**src/rtl/accum_readout_if.sv**
```systemverilog
// Processor read bus of the correlator accumulator readout block.
// Handshake: a read is requested by holding rd_en high for one clk cycle with
// rd_addr valid in that same cycle; there is no ready/back-pressure, so every
// sampled rd_en is accepted and answered by rd_valid high for exactly one cycle
// on the following edge, with rd_data valid while rd_valid is high.
// new_data/overrun are level status flags that are always valid.
interface accum_readout_if #(
    parameter int ACC_W = 16
);
    logic             rd_en;
    logic [2:0]       rd_addr;
    logic [ACC_W-1:0] rd_data;
    logic             rd_valid;
    logic             new_data;
    logic             overrun;

    // Processor side
    modport master (
        output rd_en,
        output rd_addr,
        input  rd_data,
        input  rd_valid,
        input  new_data,
        input  overrun
    );

    // Readout block side
    modport slave (
        input  rd_en,
        input  rd_addr,
        output rd_data,
        output rd_valid,
        output new_data,
        output overrun
    );
endinterface

```
**src/rtl/accum_readout.sv**
```systemverilog
// Accumulator readout: captures the six latched I/Q early/prompt/late
// accumulations one cycle after each dump pulse, counts captures, tracks
// unread/overrun status and serves register reads to the processor.
// No FSM: capture and read paths are independent single-cycle datapaths.
module accum_readout #(
    parameter int ACC_W = 16
) (
    input  logic                    clk,
    input  logic                    rstn,
    input  logic                    dump_enable,
    input  logic signed [ACC_W-1:0] i_early,
    input  logic signed [ACC_W-1:0] i_prompt,
    input  logic signed [ACC_W-1:0] i_late,
    input  logic signed [ACC_W-1:0] q_early,
    input  logic signed [ACC_W-1:0] q_prompt,
    input  logic signed [ACC_W-1:0] q_late,
    accum_readout_if.slave          rd_bus
);

    // Address map of the read bus
    localparam logic [2:0] ADDR_I_EARLY  = 3'd0;
    localparam logic [2:0] ADDR_I_PROMPT = 3'd1;
    localparam logic [2:0] ADDR_I_LATE   = 3'd2;
    localparam logic [2:0] ADDR_Q_EARLY  = 3'd3;
    localparam logic [2:0] ADDR_Q_PROMPT = 3'd4;
    localparam logic [2:0] ADDR_Q_LATE   = 3'd5;
    localparam logic [2:0] ADDR_STATUS   = 3'd6;
    localparam logic [2:0] ADDR_COUNT    = 3'd7;

    logic             dump_d1_q;
    logic [ACC_W-1:0] hold_q [6];
    logic [ACC_W-1:0] hold_d [6];
    logic [15:0]      dump_count_q, dump_count_d;
    logic             new_data_q, new_data_d;
    logic             overrun_q, overrun_d;
    logic [ACC_W-1:0] rd_data_q, rd_data_d;
    logic             rd_valid_q;

    logic             capture;
    logic             status_rd;
    logic [ACC_W-1:0] count_ext;
    logic [ACC_W-1:0] status_word;

    // The accumulators publish their latched value one cycle after the dump
    // pulse, so the capture strobe is the registered dump pulse.
    assign capture     = dump_d1_q;
    assign status_rd   = rd_bus.rd_en && (rd_bus.rd_addr == ADDR_STATUS);
    assign status_word = {{(ACC_W-2){1'b0}}, overrun_q, new_data_q};

    // The 16-bit capture counter is presented zero-extended or truncated
    // to the read-bus width.
    generate
        if (ACC_W == 16) begin : g_cnt_eq
            assign count_ext = dump_count_q;
        end else if (ACC_W > 16) begin : g_cnt_wide
            assign count_ext = {{(ACC_W-16){1'b0}}, dump_count_q};
        end else begin : g_cnt_narrow
            assign count_ext = dump_count_q[ACC_W-1:0];
        end
    endgenerate

    // Capture path: all six holding registers load together, counter advances.
    always_comb begin
        for (int k = 0; k < 6; k++) begin
            hold_d[k] = hold_q[k];
        end
        dump_count_d = dump_count_q;
        if (capture) begin
            hold_d[0]    = i_early;
            hold_d[1]    = i_prompt;
            hold_d[2]    = i_late;
            hold_d[3]    = q_early;
            hold_d[4]    = q_prompt;
            hold_d[5]    = q_late;
            dump_count_d = dump_count_q + 16'd1;
        end
    end

    // Status flags: a capture always marks data as unread; a status read
    // clears both flags, but a capture on the same edge re-arms new_data and
    // does not count as an overrun because the status read consumed the old one.
    always_comb begin
        new_data_d = new_data_q;
        overrun_d  = overrun_q;
        if (capture) begin
            new_data_d = 1'b1;
        end else if (status_rd) begin
            new_data_d = 1'b0;
        end
        if (status_rd) begin
            overrun_d = 1'b0;
        end else if (capture && new_data_q) begin
            overrun_d = 1'b1;
        end
    end

    // Read mux selects pre-edge register contents; rd_data holds when idle.
    always_comb begin
        rd_data_d = rd_data_q;
        if (rd_bus.rd_en) begin
            case (rd_bus.rd_addr)
                ADDR_I_EARLY:  rd_data_d = hold_q[0];
                ADDR_I_PROMPT: rd_data_d = hold_q[1];
                ADDR_I_LATE:   rd_data_d = hold_q[2];
                ADDR_Q_EARLY:  rd_data_d = hold_q[3];
                ADDR_Q_PROMPT: rd_data_d = hold_q[4];
                ADDR_Q_LATE:   rd_data_d = hold_q[5];
                ADDR_STATUS:   rd_data_d = status_word;
                ADDR_COUNT:    rd_data_d = count_ext;
                default:       rd_data_d = rd_data_q;
            endcase
        end
    end

    // State registers with synchronous active-low reset; reset also drops
    // any dump pulse pending in dump_d1.
    always_ff @(posedge clk) begin
        if (!rstn) begin
            dump_d1_q    <= 1'b0;
            for (int k = 0; k < 6; k++) begin
                hold_q[k] <= '0;
            end
            dump_count_q <= '0;
            new_data_q   <= 1'b0;
            overrun_q    <= 1'b0;
            rd_data_q    <= '0;
            rd_valid_q   <= 1'b0;
        end else begin
            dump_d1_q    <= dump_enable;
            for (int k = 0; k < 6; k++) begin
                hold_q[k] <= hold_d[k];
            end
            dump_count_q <= dump_count_d;
            new_data_q   <= new_data_d;
            overrun_q    <= overrun_d;
            rd_data_q    <= rd_data_d;
            rd_valid_q   <= rd_bus.rd_en;
        end
    end

    assign rd_bus.rd_data  = rd_data_q;
    assign rd_bus.rd_valid = rd_valid_q;
    assign rd_bus.new_data = new_data_q;
    assign rd_bus.overrun  = overrun_q;

endmodule
```
**src/flat_wrapper.sv**
```systemverilog
// flat-port wrapper written by rule: the top's interface ports become plain ports
module accum_readout_flat 
#(
    parameter int ACC_W = 16
)
  (clk, rstn, dump_enable, i_early, i_prompt, i_late, q_early, q_prompt, q_late, rd_bus_rd_en, rd_bus_rd_addr, rd_bus_rd_data, rd_bus_rd_valid, rd_bus_new_data, rd_bus_overrun);
  accum_readout_if #(.ACC_W(ACC_W)) rd_bus_i ();
  input  logic clk;
  input  logic rstn;
  input  logic dump_enable;
  input  logic signed [ACC_W-1:0] i_early;
  input  logic signed [ACC_W-1:0] i_prompt;
  input  logic signed [ACC_W-1:0] i_late;
  input  logic signed [ACC_W-1:0] q_early;
  input  logic signed [ACC_W-1:0] q_prompt;
  input  logic signed [ACC_W-1:0] q_late;
  input wire logic [$bits(rd_bus_i.rd_en)-1:0] rd_bus_rd_en;
  input wire logic [$bits(rd_bus_i.rd_addr)-1:0] rd_bus_rd_addr;
  output wire logic [$bits(rd_bus_i.rd_data)-1:0] rd_bus_rd_data;
  output wire logic [$bits(rd_bus_i.rd_valid)-1:0] rd_bus_rd_valid;
  output wire logic [$bits(rd_bus_i.new_data)-1:0] rd_bus_new_data;
  output wire logic [$bits(rd_bus_i.overrun)-1:0] rd_bus_overrun;
  assign rd_bus_i.rd_en = rd_bus_rd_en;
  assign rd_bus_i.rd_addr = rd_bus_rd_addr;
  assign rd_bus_rd_data = rd_bus_i.rd_data;
  assign rd_bus_rd_valid = rd_bus_i.rd_valid;
  assign rd_bus_new_data = rd_bus_i.new_data;
  assign rd_bus_overrun = rd_bus_i.overrun;
  accum_readout #(.ACC_W(ACC_W)) u_core (.clk(clk), .rstn(rstn), .dump_enable(dump_enable), .i_early(i_early), .i_prompt(i_prompt), .i_late(i_late), .q_early(q_early), .q_prompt(q_prompt), .q_late(q_late), .rd_bus(rd_bus_i));
endmodule
```
**config.mk**
```make
export PLATFORM = sky130hd
export DESIGN_NAME = accum_readout_flat
export DESIGN_NICKNAME = d
export VERILOG_FILES = /design/src/rtl/accum_readout_if.sv /design/src/rtl/accum_readout.sv /design/src/flat_wrapper.sv
export SDC_FILE = /design/constraint.sdc
export NUM_CORES = 1
export LEC_CHECK = 0
export ABC_AREA = 1
export ABC_CLOCK_PERIOD_IN_PS = 1400
export BUFFER_PORTS_ARGS = -buffer_cell sky130_fd_sc_hd__buf_2
export CAP_MARGIN = 20
export CORE_MARGIN = 2
export CORE_UTILIZATION = 40
export CTS_CLUSTER_DIAMETER = 50
export DETAILED_ROUTE_END_ITERATION = 16
export GPL_TIMING_DRIVEN = 0
export PLACE_DENSITY = 0.72
export SKIP_CTS_REPAIR_TIMING = 1
export SYNTH_ARGS = -nofsm -noshare
export SYNTH_HDL_FRONTEND = slang
export SYNTH_SLANG_ARGS = --single-unit
```
**constraint.sdc**
```tcl
create_clock -name clk -period 1.4 [get_ports clk]
set_input_delay 0.21 -clock clk [delete_from_list [all_inputs] [get_ports clk]]
set_output_delay 0.21 -clock clk [all_outputs]
set_load 0.1 [all_outputs]
```
==> metrics.yaml, run 1 <==
layout:
  drive_above_1_share_pct: 26.00
  fin_area_um2: 7804
  nNetsFinal: 1116
  diodes: 0
  finalNonFillerCells: 1207
  n_fill_cell: 1393
  areaGrowthSynthToFinish_pct: 33.58
drt:
  dr.max_layer_used: "met4"
  wl_per_cell_um: 15.35
  drc: 0
  antenna_left: 0
  firstDrtPassIters: 5
  drt_iter0_markers: 515
  drt-met1-wl_mm: 8.172
  num_vias: 6164
  viasPerCell: 5.107
  drt-total-wl_mm: 18.53
  wl_met3_mm: 1.273
  wl_met2_mm: 8.436
clock_network:
  cts_buffer_depth: 2
  root_buffer: "clkbuf_16"
  insertion_delay_ns: 0.42
  htreeDepth: 4
  cts_tree: "yes"
  cts.sinks: 132
  path_clk_slew_ns: 0.05
  cts_made_buffers: 17
sta:
  slew_violations: 0
  hold_ws_ns: -0.01780
  slew_headroom_pct: 47.84
  worst-slew-pin-transition_ns: 0.7824
  final-hold-violation-count: 1
  max_freq_mhz: 695.0
  setup_ws_ns: -0.03894
  fin_skew_ns: 0.009050
  setup_viol: 3
  rsz0062_at_grt: "true"
  finalCriticalPeriod_ns: 1.439
  finalCritPeriodShare_pct: 102.8
critical_path:
  cp.required_ns: 1.70
  critical_path_class: "reg2reg"
  setup.worst_path.end_class: "flip-flop"
  worst_setup_path_start_kind: "flip-flop"
  cp_data_arrival_time_ns: 1.74
  path_max_fanout: 6
  r2r_slack_ns: -0.04
floorplan:
  die_w_um: 124.9
  die_area_um2: 15590
  rows: 44
  die_y_um: 124.9
  start_util_pct: 40.50
  pin_count: 122
  core_um2: 14420
synthesis:
  ys_ff_latch: 132
  yosysUniqueCellTypes: 23
  avgSynthCellArea_um2: 6.785
  ys_warn_count: 0
  synthesis.area_um2: 5842
  syn_nets: 965
  syn_inst: 861
  yosysMostFrequentCell: "nor2_1"
  synth_edf_count: 0
  synthTopCellsByArea: "dfxtp_1 45%, nor2_1 14%, o21ai_0 12%"
  yosysTopAreaCell: "dfxtp_1"
  ys.flop_type: "dfxtp_1"
  yosysTopAreaCellShare_pct: 45.23
  async_flop_share_pct: 0
  synth_seq_area_share_pct: 45.23
  ys_top_cells_by_count: "217 x nor2_1, 135 x o21ai_0, 132 x dfxtp_1, 89 x inv_1, 85 x nand2_1"
global_routing:
  grt_max_degree: 17
  grt_overflow: 0
  antenna_found_initial: 0
  grt_usage_pct: 23.03
  grt_pass1_wl_mm: 28.17
  grt_pass1_vias: 5670
outcome:
  outcome: "complete, but fails checks"
  violations: "hold timing, setup timing"
run:
  maxCapViolations: 0
min_path:
  min_path_type: "in2reg"
placement:
  dp_cells: 1166
  dp_hpwl_mm: 13.27
  portBuffers: 121
  place_area_um2: 6680
  place_congestion: 0.8964
power:
  ir_worst_vdd_uv: 807.7
  power_density_nw_per_um2: 1217
  p_leak_nw: 3.454
-- worst max-delay path: stages (launching register included) --
cell,delay [ns]
dfxtp_2,0.32
buf_6,0.12
buf_12,0.11
clkinvlp_4,0.11
buf_12,0.16
buf_8,0.13
clkbuf_16,0.16
o21ai_4,0.16
a21oi_2,0.05
-- registers in the layout, summed over array words and instances (netlist names) --
name and count:
u_core.rd_bus.rd_valid 1, u_core.capture 1, u_core.count_ext 16, u_core.rd_bus.rd_data 16
u_core.rd_bus.new_data 1, u_core.rd_bus.overrun 1, u_core.hold_q 96
-- report_power, final --
| part | total, mW | internal [mW] | switching [mW] | leakage [nW] |
|---|---|---|---|---|
| registers | 4.09 | 3.98 | 0.111 | 1.09 |
| clock network | 4.12 | 2.48 | 1.64 | 0.260 |
| logic | 1.29 | 0.444 | 0.843 | 2.11 |
-- placed cells by master, fill, tap and decap left out, drive strengths merged, types with 3 or more instances in the layout --
master    instances
nor2            219
buf             143
o21ai           135
dfxtp           132
inv              92
nand2            85
clkbuf           66
a21oi            59
nand3            44
nand4            30
clkinvlp          5
nor3              5
clkinv            3
-- per-stage QoR --
stage | hold slack [ns] | setup TNS [ns] | util, % | worst slack [ns] | total power, mW
final | -0.01780 | -0.04758 | 54.10 | -0.03894 | 9.494
after global placement | 0.3948 | -37.27 | 46.31 | -0.4227 | 5.233
after detailed placement | 0.4004 | -40.37 | 46.31 | -0.4821 | 5.250
after CTS | -0.03235 | -37.33 | 50.10 | -0.4940 | 9.321
after floorplan | 0.3076 | 0 | - | 0.08538 | 4.849
after global routing | 0.01429 | -1.283 | 54.10 | -0.08135 | 9.806
-- layer usage --
layer | vias to the layer above | GRT usage (%)
li1 | 3078 | -
met1 | 2780 | 31.23
met2 | 257 | 35.87
met5 | - | 0
met3 | 49 | 4.210
met4 | 0 | 10.20
-- worst paths after layout --
kind                              from                    to  depth (start not counted)
hold / removal             dump_enable        u_core.capture                          3
setup reg to reg        u_core.capture  u_core.hold_q[0][51]                          8
hold reg to reg   u_core.hold_q[0][55]  u_core.hold_q[0][55]                          2
setup / recovery        u_core.capture  u_core.hold_q[0][51]                          8
-- layout make-up --
type | instances | area (um2) | share of cell area (%)
timing repair buffer | 137 | 844.6 | 10.82
sequential | 132 | 2655 | 34.02
buffer | 49 | 300.3 | 3.848
inverter | 93 | 352.8 | 4.521
tap | 184 | 230.2 | 2.950
clock buffer | 23 | 498.0 | 6.381
multi-input combinational | 582 | 2874 | 36.83
clock inverter | 7 | 48.80 | 0.6253
-- kinds of logic after synthesis --
group           share of synthesized area (%)
flops                                   45.23
compound gates                          16.73
buf+inv                                 10.13
simple gates                            27.54
xor+xnor                               0.1500
fa+ha+maj                              0.2141
Power figures use the tool's default switching activity.
==> run 2, diff against run 1 <==
Settings changed: GPL_TIMING_DRIVEN 0 to not set.
==> run 2 against run 1 <==
Effect of this change:
- the run now ends clean
- final area decreased by 4.6%
- wire length decreased by 8.7%
- fmax increased by 5.9%
- first-iteration DRC count decreased by 22%
- sequential power about the same
- global-route usage decreased by 1.1 points
- sequential cell count unchanged
- register-to-register slack improved by 0.14 ns
- largest cell class is now sequential cells
- highest routed layer unchanged
==> metrics.yaml, run 2 (synthesized netlist as in run 1, its figures left out) <==
outcome:
  outcome: "completed"
global_routing:
  grt_overflow: 0
  grt_pass1_wl_mm: 26.89
  grt_usage_pct: 21.88
  grt_pass1_vias: 5527
  grt_max_degree: 70
  antenna_found_initial: 0
layout:
  regMostFlops: "u_core.hold_q"
  drive_above_1_share_pct: 20.04
  areaGrowthSynthToFinish_pct: 27.50
  layout_common_cells: "214 x nor2_1, 134 x o21ai_0, 127 x dfxtp_1"
  fin_util_pct: 51.64
  diodes: 0
  layout_commonest_cell: "nor2_1"
  fin_area_um2: 7448
  largest_reg_flops: 96
  finalNonFillerCells: 1177
  nNetsFinal: 1086
placement:
  place_congestion: 0.9452
  place_area_um2: 6783
  dp_slack_ns: 0.02414
  dp_hpwl_mm: 12.66
  portBuffers: 121
  dp_cells: 1146
critical_path:
  cp_data_arrival_time_ns: 1.15
  worst_setup_path_start_kind: "flip-flop"
  path_cells: "clkbuf_4"
  setup.worst_path.end_class: "output pin"
  critical_path_class: "reg2out"
  crit_buf_inv: 1
  cp.required_ns: 1.19
  path_max_fanout: 2
  crit_family: "flip-flops"
  crit_path_max_incr_delay_ns: 0.37
  crit_slowest_cell: "dfxtp_1"
sta:
  final-hold-violation-count: 0
  fin_skew_ns: 0.005267
  slew_violations: 0
  finalCriticalPeriod_ns: 1.359
  worst-slew-pin-transition_ns: 0.4828
  finalCritPeriodShare_pct: 97.09
  hold_ws_ns: 0.01134
  max_freq_mhz: 735.7
  slew_headroom_pct: 68.04
  fin_setup_tns_ns: 0
  setup_viol: 0
  setup_ws_ns: 0.04068
power:
  p_leak_nw: 3.370
  ir_worst_vdd_uv: 751.2
  power_density_nw_per_um2: 1287
  p_total_mw: 9.587
floorplan:
  pin_count: 122
  die_y_um: 124.9
  core_um2: 14420
  die_area_um2: 15590
  start_util_pct: 40.50
  rows: 44
  die_w_um: 124.9
drt:
  drt_iter0_markers: 404
  wl_per_cell_um: 14.37
  drc: 0
  antenna_left: 0
  num_vias: 5908
  viasPerCell: 5.020
  drt-total-wl_mm: 16.92
  firstDrtPassIters: 5
clock_network:
  cts_tree: "yes"
  insertion_delay_ns: 0.42
  root_buffer: "clkbuf_16"
  cts.sinks: 132
  cts_made_buffers: 17
  cts_buffer_depth: 2
  htreeDepth: 4
  path_clk_slew_ns: 0.05
min_path:
  min_path_type: "in2reg"
run:
  maxCapViolations: 0
run 2: cell types whose count changed in the layout (fill, tap and decap cells not counted), sizes merged:
cell,before,now
clkinv,3,4
dlygate4sd3,0,1
clkbuf,66,44
clkinvlp,5,0
inv,92,91
bufinv,0,2
buf,143,137
run 2: final timing paths:
kind,start,endpoint,slack [ns],cells past startpoint
setup / recovery,u_core.rd_bus.rd_data[3],rd_bus_rd_data[3],0.04,1
hold / removal,i_prompt[15],u_core.hold_q[0][31],0.01,3
setup reg to reg,u_core.count_ext[1],u_core.count_ext[6],0.10,7
hold reg to reg,u_core.hold_q[0][43],u_core.hold_q[0][43],0.46,2
run 2: where the power goes:
group	internal [mW]	switching, mW
clock	2.83	1.52
sequential	3.98	0.117
combinational	0.387	0.749
total	7.20	2.39
run 2: layer usage:
layer	wire, um	up-vias	GRT usage [%]
li1	-	3023	-
met2	7733	197	34.49
met1	7609	2654	28.31
met3	1151	34	5.842
met5	0	-	0
met4	425	0	9.412
run 2: final cells by class:
class / count / area (um2)
sequential: 132 / 2649
clock buffer: 26 / 509.2
multi-input combinational: 582 / 2636
clock inverter: 4 / 70.07
fill: 1489 / 6975
timing repair buffer: 156 / 1003
inverter: 93 / 350.3
tap: 184 / 230.2
